`src/rtl/stage_if_fetch_if.sv`:
```
// Instruction-memory request/acknowledge bus between the fetch stage and imem.
interface stage_if_fetch_if;
    logic        IMem_Req;
    logic [31:0] IMem_Addr;
    logic        IMem_Ack;
    logic [31:0] IMem_Data;

    // Fetch stage issues requests and receives instructions
    modport master (
        output IMem_Req,
        output IMem_Addr,
        input  IMem_Ack,
        input  IMem_Data
    );

    // Instruction memory answers requests
    modport slave (
        input  IMem_Req,
        input  IMem_Addr,
        output IMem_Ack,
        output IMem_Data
    );
endinterface

```
`src/rtl/stage_if_fetch.sv`:
```
// Instruction fetch stage plus IF/ID pipeline register for the pipelined MIPS.
// Owns the PC, talks to instruction memory over a req/ack bus, parks one
// instruction in a hold buffer while decode stalls, and applies jump/branch
// redirects by squashing IF/ID to a bubble.
module stage_if_fetch #(
    parameter logic [31:0] RESET_PC = 32'h0000_0000,
    parameter logic [31:0] NOP_INST = 32'h0000_0000
) (
    input  logic             Clk,
    input  logic             Rst_n,
    stage_if_fetch_if.master imem,
    input  logic             ID_Stall,
    input  logic             ID_Jump,
    input  logic [31:0]      ID_Jtarg,
    input  logic             EX_BrTaken,
    input  logic [31:0]      EX_BrTarg,
    output logic [31:0]      IFout_PC,
    output logic [31:0]      IFout_PC4,
    output logic [31:0]      IFout_Inst,
    output logic             IFout_Valid
);
    localparam logic [31:0] RESET_PC_AL = {RESET_PC[31:2], 2'b00};

    typedef enum logic {
        S_REQ  = 1'b0,
        S_HOLD = 1'b1
    } state_t;

    state_t      r_state;
    logic        r_req;
    logic [31:0] r_pc;

    logic [31:0] r_hold_pc_p0;
    logic [31:0] r_hold_inst_p0;

    logic [31:0] r_ifid_pc_p1;
    logic [31:0] r_ifid_pc4_p1;
    logic [31:0] r_ifid_inst_p1;
    logic        r_ifid_vld_p1;

    logic        w_br_redir;
    logic        w_jmp_redir;
    logic        w_redir;
    logic [31:0] w_redir_pc;
    logic [31:0] w_pc_inc;
    logic [31:0] w_hold_pc_inc;

    // Older instruction (the branch in execute) wins; a stalled jump is not yet final.
    assign w_br_redir    = EX_BrTaken;
    assign w_jmp_redir   = ID_Jump & ~ID_Stall;
    assign w_redir       = w_br_redir | w_jmp_redir;
    assign w_redir_pc    = (w_br_redir ? EX_BrTarg : ID_Jtarg) & 32'hFFFF_FFFC;
    assign w_pc_inc      = r_pc + 32'd4;
    assign w_hold_pc_inc = r_hold_pc_p0 + 32'd4;

    assign imem.IMem_Req  = r_req & Rst_n;
    assign imem.IMem_Addr = r_pc;

    assign IFout_PC    = r_ifid_pc_p1;
    assign IFout_PC4   = r_ifid_pc4_p1;
    assign IFout_Inst  = r_ifid_inst_p1;
    assign IFout_Valid = r_ifid_vld_p1;

    // Fetch FSM: PC, hold buffer (p0) and IF/ID register (p1) update together.
    always_ff @(posedge Clk) begin
        if (!Rst_n) begin
            r_state        <= S_REQ;
            r_req          <= 1'b1;
            r_pc           <= RESET_PC_AL;
            r_hold_pc_p0   <= 32'h0;
            r_hold_inst_p0 <= NOP_INST;
            r_ifid_pc_p1   <= 32'h0;
            r_ifid_pc4_p1  <= 32'h0;
            r_ifid_inst_p1 <= NOP_INST;
            r_ifid_vld_p1  <= 1'b0;
        end else if (w_redir) begin
            // Abandon any outstanding fetch or held instruction; PC/PC4 keep their value.
            r_state        <= S_REQ;
            r_req          <= 1'b1;
            r_pc           <= w_redir_pc;
            r_ifid_inst_p1 <= NOP_INST;
            r_ifid_vld_p1  <= 1'b0;
        end else begin
            case (r_state)
                S_REQ: begin
                    if (imem.IMem_Ack) begin
                        r_pc <= w_pc_inc;
                        if (!ID_Stall) begin
                            r_ifid_pc_p1   <= r_pc;
                            r_ifid_pc4_p1  <= w_pc_inc;
                            r_ifid_inst_p1 <= imem.IMem_Data;
                            r_ifid_vld_p1  <= 1'b1;
                        end else begin
                            r_hold_pc_p0   <= r_pc;
                            r_hold_inst_p0 <= imem.IMem_Data;
                            r_state        <= S_HOLD;
                            r_req          <= 1'b0;
                        end
                    end else if (!ID_Stall) begin
                        r_ifid_inst_p1 <= NOP_INST;
                        r_ifid_vld_p1  <= 1'b0;
                    end
                end
                S_HOLD: begin
                    if (!ID_Stall) begin
                        r_ifid_pc_p1   <= r_hold_pc_p0;
                        r_ifid_pc4_p1  <= w_hold_pc_inc;
                        r_ifid_inst_p1 <= r_hold_inst_p0;
                        r_ifid_vld_p1  <= 1'b1;
                        r_state        <= S_REQ;
                        r_req          <= 1'b1;
                    end
                end
            endcase
        end
    end
endmodule

```
`src/flat_wrapper.sv`:
```
// flat-port wrapper written by rule: the top's interface ports become plain ports
module stage_if_fetch_flat 
#(
    parameter logic [31:0] RESET_PC = 32'h0000_0000,
    parameter logic [31:0] NOP_INST = 32'h0000_0000
)
  (Clk, Rst_n, ID_Stall, ID_Jump, ID_Jtarg, EX_BrTaken, EX_BrTarg, IFout_PC, IFout_PC4, IFout_Inst, IFout_Valid, imem_IMem_Req, imem_IMem_Addr, imem_IMem_Ack, imem_IMem_Data);
  stage_if_fetch_if imem_i ();
  input  logic Clk;
  input  logic Rst_n;
  input  logic ID_Stall;
  input  logic ID_Jump;
  input  logic [31:0] ID_Jtarg;
  input  logic EX_BrTaken;
  input  logic [31:0] EX_BrTarg;
  output logic [31:0] IFout_PC;
  output logic [31:0] IFout_PC4;
  output logic [31:0] IFout_Inst;
  output logic IFout_Valid;
  output wire logic [$bits(imem_i.IMem_Req)-1:0] imem_IMem_Req;
  output wire logic [$bits(imem_i.IMem_Addr)-1:0] imem_IMem_Addr;
  input wire logic [$bits(imem_i.IMem_Ack)-1:0] imem_IMem_Ack;
  input wire logic [$bits(imem_i.IMem_Data)-1:0] imem_IMem_Data;
  assign imem_IMem_Req = imem_i.IMem_Req;
  assign imem_IMem_Addr = imem_i.IMem_Addr;
  assign imem_i.IMem_Ack = imem_IMem_Ack;
  assign imem_i.IMem_Data = imem_IMem_Data;
  stage_if_fetch #(.RESET_PC(RESET_PC), .NOP_INST(NOP_INST)) u_core (.Clk(Clk), .Rst_n(Rst_n), .imem(imem_i), .ID_Stall(ID_Stall), .ID_Jump(ID_Jump), .ID_Jtarg(ID_Jtarg), .EX_BrTaken(EX_BrTaken), .EX_BrTarg(EX_BrTarg), .IFout_PC(IFout_PC), .IFout_PC4(IFout_PC4), .IFout_Inst(IFout_Inst), .IFout_Valid(IFout_Valid));
endmodule
```
`config.mk`:
```
export PLATFORM = sky130hd
export DESIGN_NAME = stage_if_fetch_flat
export DESIGN_NICKNAME = d
export VERILOG_FILES = /design/src/rtl/stage_if_fetch_if.sv /design/src/rtl/stage_if_fetch.sv /design/src/flat_wrapper.sv
export SDC_FILE = /design/constraint.sdc
export NUM_CORES = 1
export LEC_CHECK = 0
export ABC_AREA = 1
export ABC_CLOCK_PERIOD_IN_PS = 3260
export CAP_MARGIN = 10
export CORE_UTILIZATION = 54
export DETAILED_ROUTE_END_ITERATION = 10
export PLACE_DENSITY = 0.87
export SYNTH_ARGS = -nofsm -noshare
export SYNTH_HDL_FRONTEND = slang
export SYNTH_SLANG_ARGS = --single-unit
```
`constraint.sdc`:
```
create_clock -name Clk -period 3.26 [get_ports Clk]
set_input_delay 0.652 -clock Clk [delete_from_list [all_inputs] [get_ports Clk]]
set_output_delay 0.652 -clock Clk [all_outputs]
set_load 0.02 [all_outputs]
```
==> results.py <==
metrics = {
    "status": {
        "outcome": "complete, no violations",
    },
    "route": {
        "ant_nets": 0,
        "drt_pass1_iterations": 6,
        "wl_um": 29500,
        "drc_errors": 0,
        "routedWlPerCell_um": 16.2,
        "drt_iter0_markers": 1168,
        "vias": 10200,
        "vias_per_cell": 5.57,
    },
    "floorplanning": {
        "die_h_um": 133,
        "die_w_um": 133,
        "row_count": 47,
        "core_um2": 16700,
        "die-area_um2": 17800,
        "boundaryPins": 232,
        "initial_core_util": 0.558,
    },
    "pwr": {
        "powerDensity_nw_per_um2": 452,
        "peakVddDrop_mv": 0.382,
        "leakage_nw": 4.50,
    },
    "grt": {
        "antenna_found_initial": 0,
        "grt_pass1_vias": 9060,
        "grt_max_degree": 90,
        "grt_pass1_wl_um": 46700,
        "grt.overflow.total": 0,
        "grt_use_total": 0.330,
    },
    "yosys": {
        "netlist_area_um2": 9320,
        "synthSimpleGateAreaFrac": 0.308,
        "synth_area_leaders": "dfxtp_1 (40%), nand2_1 (18%), o21ai_0 (7.3%), nor2_1 (6.5%), a21oi_1 (4.9%)",
        "netlist.area_leader.share": 0.402,
        "ys_seq_area_frac": 0.402,
        "muxShareOfSynthArea": 0,
        "synth_top_family_by_area": "simple AND/OR/NAND/NOR gates",
        "postSynthCellCount": 1417,
        "synth_cell_types": 35,
        "ys_warn_count": 0,
        "synth_area_leader_cell": "dfxtp_1",
        "synthAdderAreaFrac": 0.00537,
        "synth-compound-area-share": 0.183,
        "ys_async_sr_fraction": 0,
        "synth_xor_area_frac": 0.0244,
        "ys_ff_latch": 187,
        "syn_area_per_cell_um2": 6.57,
        "ys.flop_type": "dfxtp_1",
        "synth_edf_count": 0,
    },
    "sta": {
        "relSlewSlack": 0.376,
        "skew_ns": 0.00950,
        "min_period_ns": 2.50,
        "tightestPinTransition_ns": 0.935,
        "grt_setup_unrepaired": "no",
        "tns_ns": 0,
        "hold_viol": 0,
        "worst_slack_ns": 0.757,
        "fmax_ghz": 0.399,
        "min_period_over_period": 0.768,
        "drv_slew": 0,
        "finalSetupViolations": 0,
    },
    "clocking": {
        "clk_path_buf_depth": 2,
        "ctsResizeCount": 0,
        "root_buffer": "clkbuf_16",
        "tritoncts": "yes",
        "postCtsSetupRepairBufs": 0,
        "cts_hold_buf": 0,
        "worstSkewPairLatency_ns": 0.43,
        "clkSinkCount": 187,
        "path_clk_slew_ns": 0.07,
        "cts_made_buffers": 17,
        "ctsHtreeMaxLevel": 4,
    },
    "layout": {
        "fin_nets": 1696,
        "fillers": 1364,
        "area_delta_synth_final_pct": 30.8,
        "layout_commonest_cell": "nand2_1",
        "utilization": 0.730,
        "drive_gt1_frac": 0.0481,
        "antenna_cells": 0,
        "fin_area_um2": 12200,
        "layout_common_cells": "nand2_1 (448), clkdlybuf4s50_1 (220), dfxtp_1 (186)",
    },
    "critical_path": {
        "cp_top_family": "buffers and inverters",
        "critPathMaxFanout": 8,
        "start_kind": "flop",
        "cp_slowest_cell": "clkdlybuf4s50_1",
        "cp.arrival_ns": 1.85,
        "cp.buffers_inverters": 1,
        "worst_ep_required_time_ns": 2.61,
        "critical_path.cell_chain": "clkdlybuf4s50_1",
        "crit_path_max_incr_delay_ns": 0.72,
        "cp-end-kind": "primary output",
        "crit_type": "reg2out",
    },
    "place": {
        "io_buffers": 221,
        "place_area_um2": 11600,
        "dp.final_hpwl_um": 21100,
        "place_ws_ns": 0.513,
        "routabilityCongestion": 0.925,
    },
    "hold_path": {
        "min_path_type": "reg2reg",
    },
    "job": {
        "drv_cap": 0,
    },
}
## cell usage after synthesis (all sizes together) (4+ instances only)
cell and instances:
nand2 451, dfxtp 187, nor2 177, o21ai 137, a21oi 91, inv 81, a31oi 71, nand3 71
clkbuf 60, buf 30, xor2 24, o211ai 5, and2 4, ha 4, nand3b 4
## metal layers
layer	vias up	routed length (um)	GRT usage
met4	0	755	0.107
met3	55	3020	0.0738
li1	4968	-	-
met5	-	0	0
met2	543	12800	0.488
met1	4588	13000	0.475
## where the power goes
group          internal (mW)  total (mW)  switching, mW
Combinational          0.368       0.828          0.460
Clock                   1.16        2.14          0.979
Sequential              2.39        2.53          0.139
Total                   3.93        5.50           1.58
## kinds of logic after synthesis
family / after synthesis
other: 1
XOR/XNOR: 26
adder cells (fa/ha/maj): 4
AND/OR/NAND/NOR: 714
flip-flops: 187
buffers and inverters: 172
AO/OA/AOI/OAI: 313
## flip-flops by register name (all words and copies together), names as in the netlist
| name | cells |
|---|---|
| u_core.imem.IMem_Addr | 30 |
| u_core.r_hold_pc_p0 | 30 |
| u_core.IFout_PC | 30 |
| u_core.IFout_PC4 | 30 |
| u_core.r_req | 1 |
| u_core.IFout_Inst | 32 |
| u_core.r_hold_inst_p0 | 32 |
| u_core.r_state | 1 |
| u_core.IFout_Valid | 1 |
## path summary, 6_finish.rpt
| check | end | startpoint | slack, ns | cells after the start |
|---|---|---|---|---|
| worst max register to register | u_core.r_hold_pc_p0[3] | u_core.r_state | 0.78 | 9 |
| worst max-delay path | imem_IMem_Addr[16] | u_core.imem.IMem_Addr[16] | 0.76 | 1 |
| worst min-delay path | u_core.r_hold_inst_p0[29] | u_core.r_hold_inst_p0[29] | 0.47 | 2 |
| worst min register to register | u_core.r_hold_inst_p0[29] | u_core.r_hold_inst_p0[29] | 0.47 | 2 |
## area by class of cell
| cell class | instances | area, um^2 | share of cell area |
|---|---|---|---|
| Timing Repair Buffer | 239 | 2380 | 0.195 |
| Sequential cell | 187 | 3740 | 0.307 |
| Tap cell | 220 | 275 | 0.0226 |
| Inverter | 82 | 308 | 0.0253 |
| Clock inverter | 14 | 176 | 0.0145 |
| Multi-Input combinational cell | 1063 | 4870 | 0.400 |
| Clock buffer | 17 | 425 | 0.0349 |
## per-stage QoR
step                      hold slack, ns  cells  power [mW]
after global placement             0.450   1791        3.38
after global routing               0.487   1822        5.69
after detailed placement           0.455   1791        3.40
after floorplan                    0.440   1422        2.99
after CTS                          0.467   1822        5.49
final                              0.467   1822        5.50
Note: power is estimated with default switching activity, not from simulation.
